<file path="src/rtl/cpu_pkg.sv">
// Shared CPU front-end types: PC/instruction types, the PC increment and fetch FSM states.
package cpu_pkg;
  localparam int CPU_PC_W    = 16;
  localparam int CPU_INSTR_W = 16;
  localparam int PC_STEP     = 2;

  typedef logic [CPU_PC_W-1:0]    pc_t;
  typedef logic [CPU_INSTR_W-1:0] instr_t;

  typedef enum logic [1:0] {
    BOOT,
    RUN,
    DRAIN
  } ifu_state_e;
endpackage

</file>
<file path="src/rtl/ifu_buf.sv">
// Small power-of-two FIFO of {pc, instr} pairs feeding the datapath; flush empties it in one cycle.
module ifu_buf #(
  parameter int DEPTH   = 2,
  parameter int PC_W    = 16,
  parameter int INSTR_W = 16
) (
  input  logic                     clk,
  input  logic                     rst,
  input  logic                     push,
  input  logic                     pop,
  input  logic                     flush,
  input  logic [PC_W-1:0]          pushPc,
  input  logic [INSTR_W-1:0]       pushInstr,
  output logic [PC_W-1:0]          headPc,
  output logic [INSTR_W-1:0]       headInstr,
  output logic [$clog2(DEPTH):0]   count
);
  localparam int AW = $clog2(DEPTH);
  localparam int CW = AW + 1;

  logic [PC_W-1:0]    pcMem    [DEPTH];
  logic [INSTR_W-1:0] instrMem [DEPTH];
  logic [AW-1:0]      rdPtr, wrPtr;
  logic               doPop;

  assign doPop = pop && (count != '0);

  always_ff @(posedge clk or posedge rst) begin
    if (rst) begin
      rdPtr <= '0;
      wrPtr <= '0;
      count <= '0;
    end else if (flush) begin
      rdPtr <= '0;
      wrPtr <= '0;
      count <= '0;
    end else begin
      if (push)  wrPtr <= wrPtr + 1'b1;
      if (doPop) rdPtr <= rdPtr + 1'b1;
      count <= count + CW'(push) - CW'(doPop);
    end
  end

  // Payload storage is unreset; the parent qualifies the head with count.
  always_ff @(posedge clk) begin
    if (push && !flush) begin
      pcMem[wrPtr]    <= pushPc;
      instrMem[wrPtr] <= pushInstr;
    end
  end

  assign headPc    = pcMem[rdPtr];
  assign headInstr = instrMem[rdPtr];

  noOverflow: assert property (@(posedge clk) disable iff (rst)
    !(push && !flush && !doPop && count == CW'(DEPTH)));
endmodule

</file>
<file path="src/rtl/instr_fetch_unit.sv">
// Fetch stage: owns the PC, issues in-order imem requests under a credit limit and buffers words.
// Optional build macro IFU_PERF_EN adds saturating perf_fetched / perf_dropped counters.
module instr_fetch_unit
  import cpu_pkg::*;
#(
  parameter int              PC_W      = 16,
  parameter int              INSTR_W   = 16,
  parameter logic [PC_W-1:0] RESET_PC  = '0,
  parameter int              BUF_DEPTH = 2
) (
  input  logic               clk,
  input  logic               rst,
  output logic               imem_req,
  output logic [PC_W-1:0]    imem_addr,
  input  logic               imem_rvalid,
  input  logic [INSTR_W-1:0] imem_rdata,
  output logic               instr_valid,
  output logic [INSTR_W-1:0] instr,
  output logic [PC_W-1:0]    instr_pc,
  input  logic               instr_ready,
  input  logic               redirect_valid,
  input  logic [PC_W-1:0]    redirect_pc
`ifdef IFU_PERF_EN
  ,
  output logic [31:0]        perf_fetched,
  output logic [15:0]        perf_dropped
`endif
);
  localparam int CW = $clog2(BUF_DEPTH) + 1;

  ifu_state_e         state, stateNxt;
  logic [PC_W-1:0]    pc, respPc, redirectTgt;
  logic [CW-1:0]      outstanding, outstandingNxt, dropCnt, dropCntNxt, bufCount;
  logic [CW:0]        creditUsed;
  logic               push, pop;
  logic [PC_W-1:0]    headPc;
  logic [INSTR_W-1:0] headInstr;

  assign redirectTgt = redirect_pc & ~PC_W'(1);
  assign creditUsed  = {1'b0, outstanding} + {1'b0, bufCount};
  assign pop         = instr_valid && instr_ready;
  // A response arriving with a redirect belongs to the old path and is never buffered.
  assign push        = imem_rvalid && (state == RUN) && !redirect_valid;

  always_comb begin
    stateNxt       = state;
    outstandingNxt = outstanding;
    dropCntNxt     = dropCnt;
    imem_req       = 1'b0;
    unique case (state)
      BOOT: stateNxt = RUN;
      RUN: begin
        if (redirect_valid) begin
          outstandingNxt = '0;
          dropCntNxt     = outstanding - CW'(imem_rvalid);
          stateNxt       = (dropCntNxt != '0) ? DRAIN : RUN;
        end else begin
          imem_req       = creditUsed < (CW+1)'(BUF_DEPTH);
          outstandingNxt = outstanding + CW'(imem_req) - CW'(imem_rvalid);
        end
      end
      DRAIN: begin
        if (imem_rvalid) dropCntNxt = dropCnt - 1'b1;
        if (dropCntNxt == '0) stateNxt = RUN;
      end
      default: stateNxt = BOOT;
    endcase
  end

  always_ff @(posedge clk or posedge rst) begin
    if (rst) begin
      state       <= BOOT;
      pc          <= RESET_PC;
      respPc      <= RESET_PC;
      outstanding <= '0;
      dropCnt     <= '0;
    end else begin
      state       <= stateNxt;
      outstanding <= outstandingNxt;
      dropCnt     <= dropCntNxt;
      if (redirect_valid) begin
        pc     <= redirectTgt;
        respPc <= redirectTgt;
      end else begin
        if (imem_req) pc     <= pc + PC_W'(PC_STEP);
        if (push)     respPc <= respPc + PC_W'(PC_STEP);
      end
    end
  end

  assign imem_addr = pc;

  ifu_buf #(
    .DEPTH   (BUF_DEPTH),
    .PC_W    (PC_W),
    .INSTR_W (INSTR_W)
  ) uBuf (
    .clk       (clk),
    .rst       (rst),
    .push      (push),
    .pop       (pop),
    .flush     (redirect_valid),
    .pushPc    (respPc),
    .pushInstr (imem_rdata),
    .headPc    (headPc),
    .headInstr (headInstr),
    .count     (bufCount)
  );

  assign instr_valid = (bufCount != '0);
  assign instr       = instr_valid ? headInstr : '0;
  assign instr_pc    = instr_valid ? headPc    : '0;

`ifdef IFU_PERF_EN
  always_ff @(posedge clk or posedge rst) begin
    if (rst) begin
      perf_fetched <= '0;
      perf_dropped <= '0;
    end else begin
      if (pop && perf_fetched != '1) perf_fetched <= perf_fetched + 1'b1;
      if (imem_rvalid && !push && perf_dropped != '1) perf_dropped <= perf_dropped + 1'b1;
    end
  end
`endif
endmodule

</file>
<file path="config.mk">
export PLATFORM = sky130hd
export DESIGN_NAME = instr_fetch_unit
export DESIGN_NICKNAME = d
export VERILOG_FILES = /design/src/rtl/cpu_pkg.sv /design/src/rtl/ifu_buf.sv /design/src/rtl/instr_fetch_unit.sv
export SDC_FILE = /design/constraint.sdc
export NUM_CORES = 1
export LEC_CHECK = 0
export BUFFER_PORTS_ARGS = -buffer_cell sky130_fd_sc_hd__buf_4
export CAP_MARGIN = 0
export CORE_AREA = 4 4 138 140
export DETAILED_ROUTE_END_ITERATION = 16
export DIE_AREA = 0 0 142 144
export PLACE_DENSITY = 0.47
export SLEW_MARGIN = 10
export SYNTH_ARGS = -nofsm -noshare
export SYNTH_HDL_FRONTEND = slang
export SYNTH_SLANG_ARGS = --single-unit
</file>
<file path="constraint.sdc">
create_clock -name clk -period 3.7 [get_ports clk]
set_clock_uncertainty 0.15 [all_clocks]
set_input_delay 0.555 -clock clk [delete_from_list [all_inputs] [get_ports clk]]
set_output_delay 0.555 -clock clk [all_outputs]
set_load 0.01 [all_outputs]
</file>
==> results of run 1 <==
synth_stat cells (2+ instances only):
library cell  count  area, um2
buf_1             4       15.0
mux2i_1          32        320
nor4_1            6       37.5
or3_1             3       18.8
nand3b_1          2       15.0
nor2b_1           4       25.0
nor2_1           48        180
a21oi_1           8       40.0
a31oi_1           8       50.1
o31ai_1           2       15.0
dfrtp_1          40       1000
xnor2_1          18        158
o21ai_0           6       30.0
o31a_1            7       61.3
ha_1              7       87.6
xor2_1            7       61.3
a21o_1            2       15.0
inv_1            16       60.1
nand2b_1          4       25.0
nand2_1          15       56.3
and2_1            5       31.3
mux2_2           12        135
edfxtp_1         62       1860
nand3_1           8       40.0
nor3_1            7       35.0
and4_1            2       17.5
nand4_1           9       56.3
buf_4             2       15.0
clkbuf_1          9       33.8
or4_1             2       15.0
layout make-up:
class	instances	area, um2	share of cell area, %
Timing Repair Buffer	87	653	11.1
Clock inverter	7	71.3	1.21
Clock buffer	9	225	3.82
Sequential cell	102	2860	48.6
Inverter	17	63.8	1.08
Multi-Input combinational cell	242	1730	29.3
Tap cell	229	287	4.87
sequential cells by signal, indices dropped and copies added (netlist names):
name           count
uBuf.instrMem     32
uBuf.wrPtr         1
imem_addr         15
dropCnt            2
outstanding        2
respPc            15
state              2
uBuf.count         2
uBuf.rdPtr         1
uBuf.pcMem        30
worst min-delay path by stage:
stage	end	slack [ns]
floorplan	uBuf.pcMem[0][15]	0.29
global placement	uBuf.pcMem[1][15]	0.31
detailed placement	uBuf.pcMem[0][15]	0.32
CTS	state[1]	0.1
global route	state[1]	0.12
finish	state[1]	0.09
cell usage in the layout, fill, tap and decap left out, drive strengths merged, types with 9 or more instances in the layout:
master  Yosys  layout
buf         8      87
edfxtp     62      62
nor2       48      48
dfrtp      40      40
mux2i      32      32
inv        17      20
xnor2      18      18
nand2      15      15
mux2       12      12
nand4       9       9
clkbuf      9       9
cell families after synthesis:
| group | Yosys count |
|---|---|
| DFF | 102 |
| and+or+nand+nor | 125 |
| xor gates and xnor gates | 25 |
| other | 1 |
| AOI/OAI and AO/OA | 38 |
| muxes | 44 |
| adders and majority gates | 8 |
| buffers and inverters | 34 |
worst reg2reg max path, stage by stage (launching register included):
cell     delay (ns)
dfrtp_1        0.40
inv_1          0.08
fa_1           0.63
and4b_1        0.42
nand4_1        0.30
o31a_1         0.36
o31a_1         0.23
report_power, final:
part	internal, mW	switching, mW	leakage (nW)
logic	0.701	0.741	1.08
registers	1.40	0.256	1.03
clock network	0.528	0.413	0.147
total	2.63	1.41	2.26
metrics by stage:
stage / power (mW) / instances
6_report: 4.04 / 693
5_1_grt: 4.33 / 693
4_1_cts: 4.13 / 693
3_5_place_dp: 3.17 / 677
3_3_place_gp: 3.13 / 677
2_1_floorplan: 2.55 / 378
layer usage:
layer | vias to the layer above | part of all wire (%) | track usage [%]
li1 | 1524 | - | -
met1 | 1530 | 45 | 14.3
met2 | 98 | 47 | 18.0
met3 | 10 | 6.7 | 3.80
met4 | 0 | 1.1 | 2.98
met5 | - | 0 | 0
==> summary.md, run 1 <==
The number of sinks handled by clock tree synthesis was 102. The adder-cell share of the synthesized area works out to 2.28%. The via density per instance was 4.56. The run gives 504 as the number of nets at the end of the flow. Endpoint required time on the critical path: 3.78 ns.

The flow ran to the end, and the final reports show no timing, DRC or antenna violations. At the later pin of the worst-skew pair, clock insertion delay measures 0.35 ns. Summing the areas of all compound-gate instances in the mapped netlist gives 5.33% of the synthesized area.

In the final routed layout, each cell accounts on average for 16.0 um. Counting distinct cell types in the post-synthesis netlist gives 50. The count of nets left with antenna violations once routing finished came out at 0.

The number of filler instances in the final layout was 1,783. The synthesized area divided by synthesized cell count works out to 12.5 um2. The logic depth of the worst register-to-register path is 6, and the count of endpoints failing hold in the final timing report is 0. In this design, the stage delay of the slowest critical-path cell is 0.63 ns.

After detailed routing, the number of remaining DRC violations is 0. Entering global routing, the biggest net connects 36 pins. Setup slack on the worst reg-to-reg path comes out at 1.01 ns. After synthesis the netlist holds a flip-flop and latch count of 102.

The critical path is of the flop to flop type. The sequential cell area fraction in the yosys report was 60.7%. Among all stages on the critical path, the largest delay is contributed by fa_1. Timing analysis after detailed placement gives a worst setup slack of 0.991 ns. For this run, the number of Yosys warnings is 0. In the synthesized netlist the async set-or-reset flop fraction comes to 39.2%. The run gives 5590 um2 as the post-placement cell area. The critical path depth is 6, and the die span in y is 144 um.

The predominant post-synthesis flop cell was edfxtp_1. The path class of the lowest-slack min-delay path was input pin to asynchronous set/reset pin. The finished cells cover 5890 um2. The area added between synthesis and finish works out to 24.9%. 87 I/O pins were placed. At the end of routability-driven placement, the weighted congestion stood at 0.751.

Timing would allow up to 0.371 GHz. The die covers 20,400 um2. The ratio of cells with drive above 1 in the final layout is 26.7%, and the share of the core filled with cells is 33.0%. The startpoint of the worst register-to-register path is outstanding[1]. Summing the areas of all xor and xnor instances in the mapped netlist gives 4.64% of the synthesized area.

The smallest clock period supported by the final layout is computed as 2.69 ns. Traced cell by cell, the critical path runs through inv_1 > fa_1 > and4b_1 > nand4_1 > o31a_1 > o31a_1. The worst setup path endpoint was imem_addr[15]. Worst slew margin relative to its limit: 33.8%.

Of all nets on the critical path, the largest fanout is 7. TritonCTS created 9 clock buffers. The final HPWL from detailed placement is 7.74 mm. After clock tree synthesis, the clock-pin slew on the worst setup and hold paths is 0.07 ns.

The most prevalent standard cell on the critical path is o31a_1. The most critical setup path has its startpoint at outstanding[1]. The number of setup violations in the final report was 0. After synthesis, the share of cell area in mux cells is 9.66%. The count of buffering cells on the critical path with inverters included is 1. For the final wirelength, the log shows 11.1 mm. In the synthesized netlist, the number of instances is 377. Dividing total power by cell area gives a power density of 687 nW/um2. Max-cap violations in this run came to 0. The run gives 3 as the total number of H-tree levels. The total via count in the routed design was 3,162.

The count of buffers added on input and output ports is 83. The maximum root-to-sink buffer count is 2. After global routing the overflow that remains totals 0. Dominant delay contributor by cell family on the critical path: simple AND/OR/NAND/NOR gates. The portion of the clock cycle consumed by the worst path in the final layout is 72.8%, and the arrival time reported for the critical path endpoint is 2.78 ns. The worst setup path is launched from a flop. Floorplan row count: 49.

After the first detailed-routing iteration, the DRC count stood at 113. The pre-antenna-repair detailed-routing pass consisted of 5 iterations. The tools report the maximum VDD drop as 271 uV. The endpoint identified for the worst register-to-register timing path is imem_addr[15]. The logs give 3,203 for the number of global-route vias before repair and 2.26 nW for the static power due to leakage.

Counting flops with a built-in enable in the synthesized netlist gives 62. The synthesized-area fraction occupied by and/or/nand/nor cells is 14.2%. The count of final max-slew check failures was 0; the starting density of the core was 26.4%. The root buffer cell chosen for the clock tree is clkbuf_16. The tools report the worst hold slack as 0.0851 ns. For the number of hold buffers added after CTS, the log shows 0. In this run the cell area of the synthesized design comes to 4710 um2. The total negative slack is 0 ns.

The first global-routing pass estimated 17.4 mm of wire. The critical path endpoint category was a flop. The initial antenna violation count is 0. Across all setup checks in the final design, the least slack found is 1.01 ns. For the number of setup buffers added after CTS, the log shows 0. TritonCTS built the clock tree. By area, the combinational part of the netlist is dominated by simple AND/OR/NAND/NOR gates. Across every metal layer, demand over resource in global routing totals 11.1%. Once the clock tree was built, the resizer swapped 0 gates to a different size.

The core region is 17,800 um2. The slew at the pin with the worst max-slew slack was 0.993 ns; the count of antenna diodes in the layout was 0. The die is 142 um wide. Setup repair after global routing left no endpoint under its margin.
Note: power is estimated with default switching activity, not from simulation.
==> run 2: changes to the inputs <==
PLACE_DENSITY = 0.49   (was 0.47)
clock period = 2.3 ns   (was 3.7 ns; I/O delays follow)
==> run 2 against run 1 <==
The flow now finishes with violations (negative setup slack). Routed wire length is 1.7% higher. Sequential power up 52%. Critical path type is now flop to output port. Register-to-register slack got worse by 1.1 ns. Critical path depth stayed put. Utilization is 1.9 points higher. Worst hold slack worse by 0.063 ns.
==> summary.md, run 2 (synthesis results as in run 1) <==
In this run the remaining antenna-violating nets after routing total 0. The final reports fail on negative setup slack. The cell that appears most often on the critical path is buf_6. The post-route worst setup slack came out at -0.0441 ns. In the routed design, unresolved DRC markers number 0.

The logs give 102 for the number of sinks handled by clock tree synthesis and 489 uV for the maximum VDD drop. Global routing consumed, over all layers together, 11.1% of the routing resources. Of the total power, combinational logic draws 41.1%.

Sum of met3 wire segment lengths after detailed routing: 772 um. TritonCTS built the clock tree. In this design, the stage delay of the slowest critical-path cell is 0.61 ns. After detailed routing, the number of vias per cell comes to 4.52.

In this run switching power makes up 34.5% of total power. The run finished, with violations left. The kind of cell with the highest combined delay along the critical path is adder cells. The cell sitting at the root of the clock tree is a clkbuf_16. Input and output buffers added on the ports amount to 83. The H-tree was split into 3 levels.

The width of the die was 142 um; the slew at the pin with the worst max-slew slack was 0.542 ns. The wire-length estimate of the detail-placed layout is 8.00 mm. The routed length on met2 was 5.55 mm; the largest fanout on the critical path was 3.

Traced cell by cell, the critical path runs through inv_2 > fa_2 > nand4b_4 > buf_6 > nor2_4 > buf_6. The total die area is 20,400 um2. The run gives 9 as the number of buffers created by CTS. The tools report the number of global-route vias before repair as 3,271. Setup repair after global routing could not meet its margin everywhere. The path class of the lowest-slack min-delay path was input pin to flop. The slowest stage of the critical path is the fa_2 cell. Dividing the detail-routed wire length by the instance count gives 15.8 um.

The run gives 49 as the floorplan row count. The count of pins on the block boundary was 87. The largest registers in the layout are uBuf.instrMem: 32 flops, uBuf.pcMem: 30 flops. The worst pin sits at a relative slew slack of 63.8%.

The core box area came out at 17,800 um2. The register with the most flip-flops in the layout has 32 of them. The logs give 1.80 ns for the endpoint required time on the critical path and 0.782 for the last weighted congestion value of the routability-driven placer. The library cells used most frequently in the layout, excluding fill and tap cells, are 98 x buf_4, 62 x edfxtp_1, 46 x nor2_1.

The number of buffers and inverters on the critical path is 3. Summed over all failing endpoints, the final setup total negative slack is -0.138 ns. Summed over all cells, the static leakage comes to 2.41 nW. The library cell used most frequently in the layout, excluding fill and tap cells, is buf_4. After layout, the worst path uses 102% of the clock period. 0 antenna diodes ended up in the layout. The number of filler instances in the final layout was 1,777; the ratio of cells with drive above 1 in the final layout was 32.0%.

The first global-routing pass estimated 17.6 mm of wire. Summing all multi-input logic gate instances after layout gives 1800 um2. The detailed router used layers up to and including met4. The tools report the worst hold slack as 0.0220 ns. The largest net degree at the start of global routing is 41, and the area added between synthesis and finish is 31.9%. The switching power summed over all nets was 2.46 mW; the sequential share of power was 35.4%. The critical path is of the flop to output port type. For this block, the initial DRC count from the detailed router was 105. Cell internal power was estimated by the tool at 4.67 mW.

Across the run, the number of max-cap violations was 0. In this run the deepest clock path goes through 2 buffers. At the later pin of the worst-skew pair, clock insertion delay measures 0.35 ns. The count of endpoints failing hold in the final timing report is 0, and the power per cell area is 1150 nW/um2.

The top register by number of flip-flops was uBuf.instrMem. Data arrives at the worst endpoint at 1.85 ns. The worst setup path is launched from a flop. Summed over all layers, the global routing overflow is 0. The tools report the critical path endpoint category as an output port. The final wirelength was 11.3 mm; the count of final max-slew check failures was 0. The die span in y is 144 um. Setup violations remaining at the end of the flow were counted as 5. The clock network is responsible for 23.5% of the overall power.

Once layout is complete, the utilization of the core stands at 34.9%. The total via count in the routed design was 3,228. The number of nets at the end of the flow was 525; the final period demand of the worst path was 2.34 ns. The clock-pin slew reported for the worst setup and hold paths after clock tree synthesis is 0.07 ns. The first TritonRoute pass finished after 4 iterations. The area of all sequential standard cells came out at 2860 um2.

The met1 wire length is 4.86 mm, and the initial antenna violation count is 0. Timing would allow up to 0.427 GHz. The starting density of the core was 26.4%.
run 2: final timing paths:
check / from / to / slack (ns) / cells after the start
max: outstanding[1] / imem_req / -0.04 / 6
min: imem_rdata[0] / uBuf.instrMem[0][0] / 0.02 / 1
max reg2reg: outstanding[1] / imem_addr[14] / -0.04 / 7
min reg2reg: respPc[15] / uBuf.pcMem[1][15] / 0.32 / 0
max in group asynchronous: rst / uBuf.rdPtr / 1.08 / 4
min in group asynchronous: rst / uBuf.rdPtr / 0.53 / 4
run 2: metal layers:
metal	vias to the layer above	global-route usage [%]
li1	1564	-
met1	1568	13.6
met2	85	18.7
met3	11	3.94
met4	0	3.13
met5	-	0
run 2: power by group through the flow:
stage | combinational (mW) | clock (mW) | sequential (mW)
finish | 2.93 | 1.68 | 2.53
global route | 3.23 | 1.78 | 2.57
CTS | 2.87 | 1.72 | 2.53
detailed placement | 2.73 | 0 | 2.56
global placement | 2.68 | 0 | 2.54
floorplan | 1.61 | 0 | 2.51
run 2: layout make-up:
cell class	instances	area share, %
well taps	229	4.61
multi-input cells	242	28.9
inverters	17	1.03
clock buffers	9	3.62
clock inverters	7	1.65
flip-flops and latches	102	46.0
repair buffers	108	14.2
run 2: stage by stage:
stage          setup WS (ns)  power [mW]  std cells  cell area, um2
2_1_floorplan        -0.0166        4.12        378            4740
3_3_place_gp         -0.0566        5.23        693            5770
3_5_place_dp         -0.0999        5.30        693            5770
4_1_cts              -0.0797        7.12        714            6170
5_1_grt               -0.160        7.58        714            6220
6_report             -0.0441        7.14        714            6220
run 2: what timing repair did:
action	in CTS	in global routing
setup buffers	4	0
setup endpoints to repair	11	12
pin swaps	7	7
endpoints found under the hold margin	1	0
hold buffers	1	0
resized for setup	9	9
==> run 3: changes to the inputs <==
ABC_CLOCK_PERIOD_IN_PS = 1900   (was default)
CORE_AREA = 4 4 122 124   (was 4 4 138 140)
DIE_AREA = 0 0 126 128   (was 0 0 142 144)
PLACE_DENSITY = 0.58   (was 0.49)
clock period = 1.9 ns   (was 2.3 ns; I/O delays follow)
==> run 3 against run 2 <==
The flow still finishes with violations (negative setup slack). Sequential share of layout area down 4.2 points. Sequential power is 19% higher. Worst setup slack worse by 0.48 ns. Global-route usage grew 2.9 points. Combinational power is 70% higher. Non-clock buffer count up 50. Worst hold slack better by 0.030 ns. Utilization up 15 points. Largest cell class unchanged. Largest power group unchanged.
==> summary.md, run 3 (synthesis results as in run 1) <==
For the count of max-cap constraint violations, the log shows 0. The die covers 16,100 um2. Count of buffering cells on the critical path with inverters included: 1. The tools report the number of global-route vias before repair as 3,462.

The number of placed instances, taps included, is 664. Counting the buffers created by CTS gives 9. The post-route worst setup slack was -0.525 ns. Summed over all nets, the half-perimeter wirelength after detailed placement is 7.56 mm. The core region is 13,800 um2. The run finished, with violations left. The tools report the non-filler instance count after layout as 714. The remaining antenna violation count after routing was 0.

The final period demand of the worst path is 2.43 ns, and the maximum clock frequency is 0.412 GHz. Global routing used 14.0% of the available tracks across all layers. At the end of the flow the core is filled with cells to 49.8%. The logs give 0 for the count of final max-slew check failures and 5860 um2 for the post-placement cell area. The ratio of cells with drive above 1 in the final layout was 43.3%; the first-pass iteration count of the detailed router was 4. The run gives 43 as the floorplan row count.

The path class of the lowest-slack min-delay path is input pin to flop. For this block, the via count after detailed routing is 3,457. The checks that failed: negative setup slack.

In this run the power spent charging and discharging nets is 3.33 mW. The internal power was 6.60 mW. 87 I/O pins were placed. The static power due to leakage was 2.71 nW; the final design instance area without fill was 6860 um2. The maximum root-to-sink buffer count came out at 2. The clock reaches the later pin of the worst-skew pair after 0.34 ns. Data arrives at the worst endpoint at 2.53 ns.

Port buffering added 83 buffers. The register with the most flip-flops in the layout has 32 of them. From left edge to right edge, the die measures 126 um. For the pin with the worst max-slew slack, the measured transition is 0.544 ns. The cell type of the slowest stage on the worst timing path is fa_2. In this run switching power makes up 33.5% of total power. In this run the tightest slew margin relative to its limit is 63.8%.

The initial antenna violation count was 0; the count of endpoints failing hold in the final timing report was 0. Using the TritonRoute via totals, the vias-per-cell ratio works out to 4.84. Portion of the clock cycle consumed by the worst path in the final layout: 128%. Leaving out fill and tap cells, the most frequent cell in the layout is buf_4. In this run the number of H-tree levels came out at 3. Relative to the synthesized area, the layout overhead comes to 45.4%.

Setup violations remaining at the end of the flow were counted as 51. The tools report the number of nets at the end of the flow as 575. Once the floorplan was initialized, standard cells occupied 34.2% of the core. The run gives 9.93 mW as the total power after layout.

The tightest hold path in the finished design has a slack of 0.0524 ns. The number of sinks handled by clock tree synthesis was 102. Entering global routing, the biggest net connects 41 pins.

For the endpoint required time on the critical path, the log shows 2.00 ns. The signal on the critical path passes through inv_2 > fa_2 > nand4b_4 > or3_4 > or4_1 > a31oi_1. For the sequential share of power, the log shows 30.3%.

The largest registers in the layout are uBuf.instrMem: 32 flops, uBuf.pcMem: 30 flops. The share of power burned in the clock network was 19.6%. The die is 128 um tall.

The first global-routing pass estimated 17.9 mm of wire. Final wirelength: 11.5 mm. The setup path with the least slack is of type flop to flop.

Counting flops per register, the top entry is uBuf.instrMem. The last weighted congestion value of the routability-driven placer is 0.837. Setup total negative slack on the finished layout was measured at -8.90 ns. Timing analysis after detailed placement gives a worst setup slack of -0.510 ns. The critical path endpoint category is a flop. The routed wirelength normalized by instance count is 16.0 um, and the maximum VDD drop is 755 uV. The repair_antennas step left the layout with diodes totalling 0. TritonCTS built the clock tree. The clock-pin slew reported for the worst setup and hold paths after clock tree synthesis was 0.07 ns. Leaving out fill and tap cells, the most frequent cells in the layout are 117 x buf_4, 62 x edfxtp_1, 37 x dfrtp_1.

Combinational cells account for 50.1% of the total power. The dominant delay contributor by cell family on the critical path is simple AND/OR/NAND/NOR gates. For this design the ratio of total power to cell area is 1450 nW/um2. The startpoint kind of the worst setup timing path was a flop. Of all nets on the critical path, the largest fanout is 4. In the routed design, unresolved DRC markers number 0. The largest stage delay on the critical path came out at 0.62 ns.

The total overflow left after global routing is 0. The first routing iteration left 191 violations. Setup repair after global routing could not meet its margin everywhere.

The root cell of the clock tree was clkbuf_16.
-- run 3: cell count changes in the layout (fill, tap and decap cells not counted), moves of 9 or more --
| cell | change |
|---|---|
| nor2_1 | -22 |
| nor2_2 | +22 |
| buf_4 | +19 |
| dlygate4sd3_1 | +16 |
| buf_6 | +9 |
-- run 3: layer usage --
layer  global-route usage, %  wire [um]  vias to the layer above
li1                        -          -                     1668
met1                    18.8       5190                     1684
met2                    22.8       5610                       99
met3                    3.38        562                        6
met4                    4.16         98                        0
met5                       0          0                        -
-- run 3: what timing repair did --
| item | CTS | global route |
|---|---|---|
| setup endpoints to repair | 49 | 84 |
| pin swaps | 20 | 21 |
| endpoints found under the hold margin | 72 | 0 |
| setup buffers | 15 | 6 |
| hold buffers | 17 | 0 |
| gates resized for setup | 28 | 54 |
| cloned | 3 | 0 |
-- run 3: path summary, 6_finish.rpt --
path,start,end,slack (ns),cells past startpoint
min,redirect_pc[4],imem_addr[4],0.05,2
min reg2reg,respPc[15],uBuf.pcMem[0][15],0.33,0
max reg2reg,outstanding[1],imem_addr[13],-0.53,6
max in group asynchronous,rst,state[1],0.71,4
min in group asynchronous,rst,uBuf.rdPtr,0.50,4
max,outstanding[1],imem_addr[13],-0.53,6
-- run 3: area by class of cell --
| type | instances | area, um2 |
|---|---|---|
| multi-input combinational | 242 | 1960 |
| inverter | 17 | 63.8 |
| clock buffer | 9 | 225 |
| fill | 1226 | 6920 |
| timing repair buffer | 158 | 1420 |
| sequential | 102 | 2870 |
| tap | 180 | 225 |
| clock inverter | 6 | 91.3 |
-- run 3: power groups by stage --
| stage | Clock (mW) | Combinational [mW] | Sequential (mW) |
|---|---|---|---|
| floorplan | 0 | 1.98 | 3.04 |
| CTS | 2.00 | 4.69 | 3.00 |
| global placement | 0 | 3.44 | 3.04 |
| detailed placement | 0 | 3.49 | 3.06 |
| finish | 1.95 | 4.98 | 3.01 |
| global route | 2.09 | 5.44 | 3.05 |
-- run 3: worst register-to-register path: cells and delay by family (launching register included) --
kind	cells	cell delay, ns
compound gates	1	0.18
flops	1	0.36
simple gates	3	0.99
buf+inv	1	0.05
fa+ha+maj	1	0.62
